<file path="src/rtl/seq_word_serializer_pkg.sv">
// Shared types and helpers for the word serializer: FSM state encoding,
// default word width and counter sizing.
package seq_pkg;

   localparam int DEFAULT_WIDTH = 8;

   typedef enum logic {
      ST_IDLE  = 1'b0,
      ST_SHIFT = 1'b1
   } state_t;

   // ceil(log2(w)) for w in 2..32; sizes the bit counter
   function automatic int clog2_w(input int w);
      int r;
      r = 0;
      for (int i = 0; i < 6; i++) begin
         if ((1 << i) < w) r = i + 1;
      end
      return r;
   endfunction

endpackage

</file>
<file path="src/rtl/seq_word_serializer_piso_shifter.sv">
// Parallel-load shift register; presents the current serial bit from the
// end selected by MSB_FIRST.
module seq_piso_shifter #(
   parameter int   WIDTH     = 8,
   parameter logic MSB_FIRST = 1'b1
) (
   input  logic             clk,
   input  logic             load,
   input  logic [WIDTH-1:0] load_data,
   input  logic             shift,
   output logic             sout
);

   logic [WIDTH-1:0] shift_reg;
   logic [WIDTH-1:0] shifted;

   // Next bit moves toward the output end; the vacated end fills with 0
   generate
      for (genvar gi = 0; gi < WIDTH; gi++) begin : g_shift
         if (MSB_FIRST) begin : g_msb
            if (gi == 0) begin : g_edge
               assign shifted[gi] = 1'b0;
            end else begin : g_mid
               assign shifted[gi] = shift_reg[gi-1];
            end
         end else begin : g_lsb
            if (gi == WIDTH - 1) begin : g_edge
               assign shifted[gi] = 1'b0;
            end else begin : g_mid
               assign shifted[gi] = shift_reg[gi+1];
            end
         end
      end
   endgenerate

   always_ff @(posedge clk) begin
      if (load) begin
         shift_reg <= load_data;
      end else if (shift) begin
         shift_reg <= shifted;
      end
   end

   generate
      if (MSB_FIRST) begin : g_out_msb
         assign sout = shift_reg[WIDTH-1];
      end else begin : g_out_lsb
         assign sout = shift_reg[0];
      end
   endgenerate

endmodule

</file>
<file path="src/rtl/seq_word_serializer.sv">
// Word-to-bit serializer feeding the 1010 detector: a shifter plus a one-word
// holding register so consecutive words stream with no gap bit.
module seq_word_serializer
   import seq_pkg::*;
#(
   parameter int   WIDTH     = DEFAULT_WIDTH,
   parameter logic MSB_FIRST = 1'b1,
   parameter logic IDLE_BIT  = 1'b0
) (
   input  logic             clk,
   input  logic             rst,
   input  logic [WIDTH-1:0] in_data,
   input  logic             in_valid,
   output logic             in_ready,
   output logic             dout,
   output logic             dout_valid,
   output logic             word_done,
   output logic             underrun,
   output logic             busy
);

   localparam int             CW       = clog2_w(WIDTH);
   localparam logic [CW-1:0]  LAST_CNT = CW'(WIDTH - 1);

   state_t           state_reg, state_next;
   logic [CW-1:0]    count_reg, count_next;
   logic [WIDTH-1:0] hold_reg, hold_next;
   logic             hold_full_reg, hold_full_next;
   logic             underrun_reg, underrun_next;

   logic             xfer;
   logic             last_bit;
   logic             sh_load;
   logic             sh_shift;
   logic [WIDTH-1:0] sh_data;
   logic             sh_out;

   assign in_ready = !hold_full_reg;
   assign xfer     = in_valid && in_ready;
   assign last_bit = (state_reg == ST_SHIFT) && (count_reg == LAST_CNT);

   always_comb begin
      state_next     = state_reg;
      count_next     = count_reg;
      hold_next      = hold_reg;
      hold_full_next = hold_full_reg;
      underrun_next  = 1'b0;
      sh_load        = 1'b0;
      sh_shift       = 1'b0;
      sh_data        = in_data;
      case (state_reg)
         ST_IDLE: begin
            if (xfer) begin
               sh_load    = 1'b1;
               state_next = ST_SHIFT;
               count_next = '0;
            end
         end
         ST_SHIFT: begin
            if (!last_bit) begin
               sh_shift   = 1'b1;
               count_next = count_reg + 1'b1;
               if (xfer) begin
                  hold_next      = in_data;
                  hold_full_next = 1'b1;
               end
            end else if (hold_full_reg) begin
               // in_ready is low here, so no new word can collide with the reload
               sh_load        = 1'b1;
               sh_data        = hold_reg;
               count_next     = '0;
               hold_full_next = 1'b0;
            end else if (xfer) begin
               sh_load    = 1'b1;
               count_next = '0;
            end else begin
               state_next    = ST_IDLE;
               count_next    = '0;
               underrun_next = 1'b1;
            end
         end
         default: begin
            state_next = ST_IDLE;
            count_next = '0;
         end
      endcase
   end

   always_ff @(posedge clk) begin
      if (rst) begin
         state_reg     <= ST_IDLE;
         count_reg     <= '0;
         hold_full_reg <= 1'b0;
         underrun_reg  <= 1'b0;
      end else begin
         state_reg     <= state_next;
         count_reg     <= count_next;
         hold_full_reg <= hold_full_next;
         underrun_reg  <= underrun_next;
      end
   end

   always_ff @(posedge clk) begin
      hold_reg <= hold_next;
   end

   seq_piso_shifter #(
      .WIDTH     (WIDTH),
      .MSB_FIRST (MSB_FIRST)
   ) u_shifter (
      .clk       (clk),
      .load      (sh_load),
      .load_data (sh_data),
      .shift     (sh_shift),
      .sout      (sh_out)
   );

   assign dout       = (state_reg == ST_SHIFT) ? sh_out : IDLE_BIT;
   assign dout_valid = (state_reg == ST_SHIFT);
   assign word_done  = last_bit;
   assign underrun   = underrun_reg;
   assign busy       = (state_reg == ST_SHIFT) || hold_full_reg;

endmodule

</file>
<file path="config.mk">
export PLATFORM = sky130hd
export DESIGN_NAME = seq_word_serializer
export DESIGN_NICKNAME = d
export VERILOG_FILES = /design/src/rtl/seq_word_serializer_pkg.sv /design/src/rtl/seq_word_serializer_piso_shifter.sv /design/src/rtl/seq_word_serializer.sv
export SDC_FILE = /design/constraint.sdc
export NUM_CORES = 1
export LEC_CHECK = 0
export ABC_CLOCK_PERIOD_IN_PS = 3700
export BUFFER_PORTS_ARGS = -buffer_cell sky130_fd_sc_hd__buf_2
export CAP_MARGIN = 40
export CORE_MARGIN = 5
export CORE_UTILIZATION = 53
export CTS_CLUSTER_DIAMETER = 30
export DETAILED_ROUTE_END_ITERATION = 10
export PLACE_DENSITY = 0.85
export SLEW_MARGIN = 20
export SYNTH_ARGS = -nofsm -noshare
export SYNTH_HDL_FRONTEND = slang
export SYNTH_SLANG_ARGS = --single-unit
</file>
<file path="constraint.sdc">
create_clock -name clk -period 3.7 [get_ports clk]
set_input_delay 0.555 -clock clk [delete_from_list [all_inputs] [get_ports clk]]
set_output_delay 0.555 -clock clk [all_outputs]
set_load 0.05 [all_outputs]
</file>
==> metrics.json <==
{
  "drc_errors": 0,
  "post_cts_resize_count": 0,
  "reg2reg_from": "count_reg[0]",
  "portBuffers": 16,
  "crit_chain": "ha_1, ha_1, and2_1, buf_2",
  "finalHoldViolations": 0,
  "total_leakage_power_nw": 0.434,
  "cpMaxStageDelayCell": "sky130_fd_sc_hd__dfxtp_1",
  "grt_pass1_wl_um": 2510,
  "timing.critical_path.max_delay_family": "adder cells",
  "clock-sinks": 22,
  "synth-edff-count": 16,
  "timing.max_slew.rel_slack": 0.582,
  "async_reset_ff_frac": 0,
  "clkSlewWorstSetupHoldPaths_ps": 120,
  "global_route_total_usage_across_every_layer": 0.129,
  "final_count_of_negative_setup_slack_endpoints": 0,
  "num-fill-cells": 156,
  "final-instance-count-excl-fill": 109,
  "postSynthRegisterBits": 22,
  "fmaxAchievable_ghz": 0.474,
  "drtAntennaViolNets": 0,
  "run_status": "finished clean",
  "row_count": 15,
  "critical_path.reg2reg.endpoint": "hold_reg[1]",
  "final.setup_skew_ps": 2.94,
  "yosys_most_used_dff": "sky130_fd_sc_hd__edfxtp_1",
  "die_area_um2": 2760,
  "synthesis.area_per_instance_um2": 14.8,
  "synth_top_cell_area_share": 0.500,
  "nets": 98,
  "mapped_cells": 65,
  "synthToLayoutAreaGrowth_pct": 14.6,
  "num_antenna_cells": 0,
  "synth.lib_cells_used.distinct": 20,
  "cell_repeated_most_along_the_worst_path": "sky130_fd_sc_hd__ha_1",
  "grt_max_degree": 13,
  "drive_gt1_frac": 0.429,
  "route.vias.total": 575,
  "most_common_cell_in_the_synthesized_netlist": "sky130_fd_sc_hd__edfxtp_1",
  "clock_insertion_delay_worst_skew_ps": 310,
  "cts-hold-fix-buffers": 0,
  "power_density_nw_per_um2": 458,
  "placed_cell_areas_um2": 1060,
  "instance_count_after_placement_with_tap_cells_included": 105,
  "cp_max_fo": 5,
  "final_period_minus_worst_setup_slack_ps": 2110,
  "critical_path.n_buffers_inverters": 1,
  "report.power.total_uw": 504,
  "syn-cell-area_um2": 961,
  "post_drt_wl_per_cell_um": 14.2,
  "path_class": "flip-flop to output pin",
  "tightest_slew_ps": 625,
  "critical_path.endpoint": "word_done",
  "critPathLaunch": "count_reg[0]",
  "r2r_setup_slack_ps": 1840,
  "drt-initial-drc-count": 10,
  "yosysTopAreaCell": "sky130_fd_sc_hd__edfxtp_1",
  "worstSetupStartpointType": "flip-flop",
  "first_pass_iters": 4,
  "worst-path-stages": 4,
  "multiInputGateArea_um2": 345,
  "antenna_violations_before_repair": 0,
  "synth.cells.most_frequent": "16 x sky130_fd_sc_hd__edfxtp_1, 14 x sky130_fd_sc_hd__mux2_2, 6 x sky130_fd_sc_hd__dfxtp_1",
  "power.ir.vdd_worst_uv": 289,
  "min_period_over_period": 0.570,
  "cts.repair_timing.setup_buffer_count": 0,
  "routabilityCongestion": 0.714,
  "fin_area_um2": 1100,
  "avgViaCountPerCell": 5.28,
  "register_area_um2": 601,
  "numCtsBuffers": 3,
  "io-pin-count": 17,
  "crit_path_max_incr_delay_ps": 370,
  "synthesis.nets": 78,
  "hold_path_class": "input port to flip-flop",
  "dp_hpwl_um": 1130,
  "worst_r2r_path_depth": 4,
  "fin_tns_setup_ps": 0,
  "ys_top_cells_by_area": "sky130_fd_sc_hd__edfxtp_1 50%, sky130_fd_sc_hd__mux2_2 16%, sky130_fd_sc_hd__dfxtp_1 13%",
  "tritoncts_clock_tree": "built",
  "die_h_um": 52.6,
  "wirelength_um": 1540,
  "yosys_warns": 0,
  "fp.coreArea_um2": 1730,
  "rsz_0062_raised_after_global_routing": "false",
  "drv_cap": 0,
  "ctsLongestPathBuffers": 2,
  "cp_data_required_time_ps": 3140,
  "overflow": 0,
  "initial_utilization": 0.557,
  "maxSlewViolCount": 0,
  "worst-endpoint-arrival_ps": 1550,
  "synth-seq-area-share": 0.625,
  "grt_pass1_vias": 541,
  "floorplan.die.width_um": 52.6,
  "critical_path.endpoint_type": "output pin",
  "root_buffer_master": "sky130_fd_sc_hd__clkbuf_4",
  "cts_max_level": 1
}
## per-layer routing
metal,wire [um],vias up,global-route usage
met5,0,-,0
met4,28,0,0.0511
met3,67,4,0.0342
met2,673,14,0.190
met1,773,272,0.180
li1,-,285,-
## cells by family (layout without fill, tap and decap cells)
group                      after synthesis  in the layout  share of synthesized area
and+or+nand+nor                         17             17                      0.113
muxes                                   16             16                      0.185
adders and majority gates                2              2                     0.0260
DFF                                     22             22                      0.625
buffers and inverters                    3             22                     0.0156
AOI/OAI and AO/OA                        5              5                     0.0352
## where the power goes
group	switching [mW]	total, mW	internal [mW]	leakage, nW
Sequential	0.00914	0.300	0.291	0.204
Combinational	0.0418	0.0700	0.0282	0.209
Clock	0.0739	0.134	0.0602	0.0210
Total	0.125	0.504	0.380	0.434
## area by class of cell
type / count / area share
Sequential cell: 22 / 0.545
Multi-Input combinational cell: 40 / 0.314
Timing Repair Buffer: 16 / 0.0727
Clock buffer: 4 / 0.0330
Tap cell: 25 / 0.0284
Inverter: 2 / 0.00682
## per-stage QoR
stage | util | hold WS, ps | worst slack, ps
after global routing | 0.638 | 416 | 1490
after detailed placement | 0.617 | 525 | 1840
final | 0.638 | 425 | 1590
after CTS | 0.638 | 432 | 1590
after global placement | 0.617 | 503 | 1900
after floorplan | - | 484 | 1840
## placed cells by master, fill, tap and decap left out, drive strengths merged
master / count
a21oi: 2
and2: 2
nor4b: 1
nand2: 2
nand2b: 2
nand3: 1
buf: 16
nor3: 2
a32oi: 2
inv: 2
edfxtp: 16
nor2: 5
clkbuf: 4
ha: 2
mux2i: 2
nor3b: 1
mux2: 14
nor2b: 1
dfxtp: 6
a31oi: 1
## how the worst min path moves through the flow
stage	to	start	cells after the start	slack, ps
6_report	hold_reg[7]	in_data[7]	1	430
4_1_cts	hold_reg[7]	in_data[7]	1	430
3_3_place_gp	count_reg[1]	count_reg[1]	2	500
5_1_grt	hold_reg[6]	in_data[6]	1	420
2_1_floorplan	count_reg[1]	count_reg[1]	2	480
3_5_place_dp	count_reg[0]	count_reg[0]	2	520
Note: power is estimated with default switching activity, not from simulation.
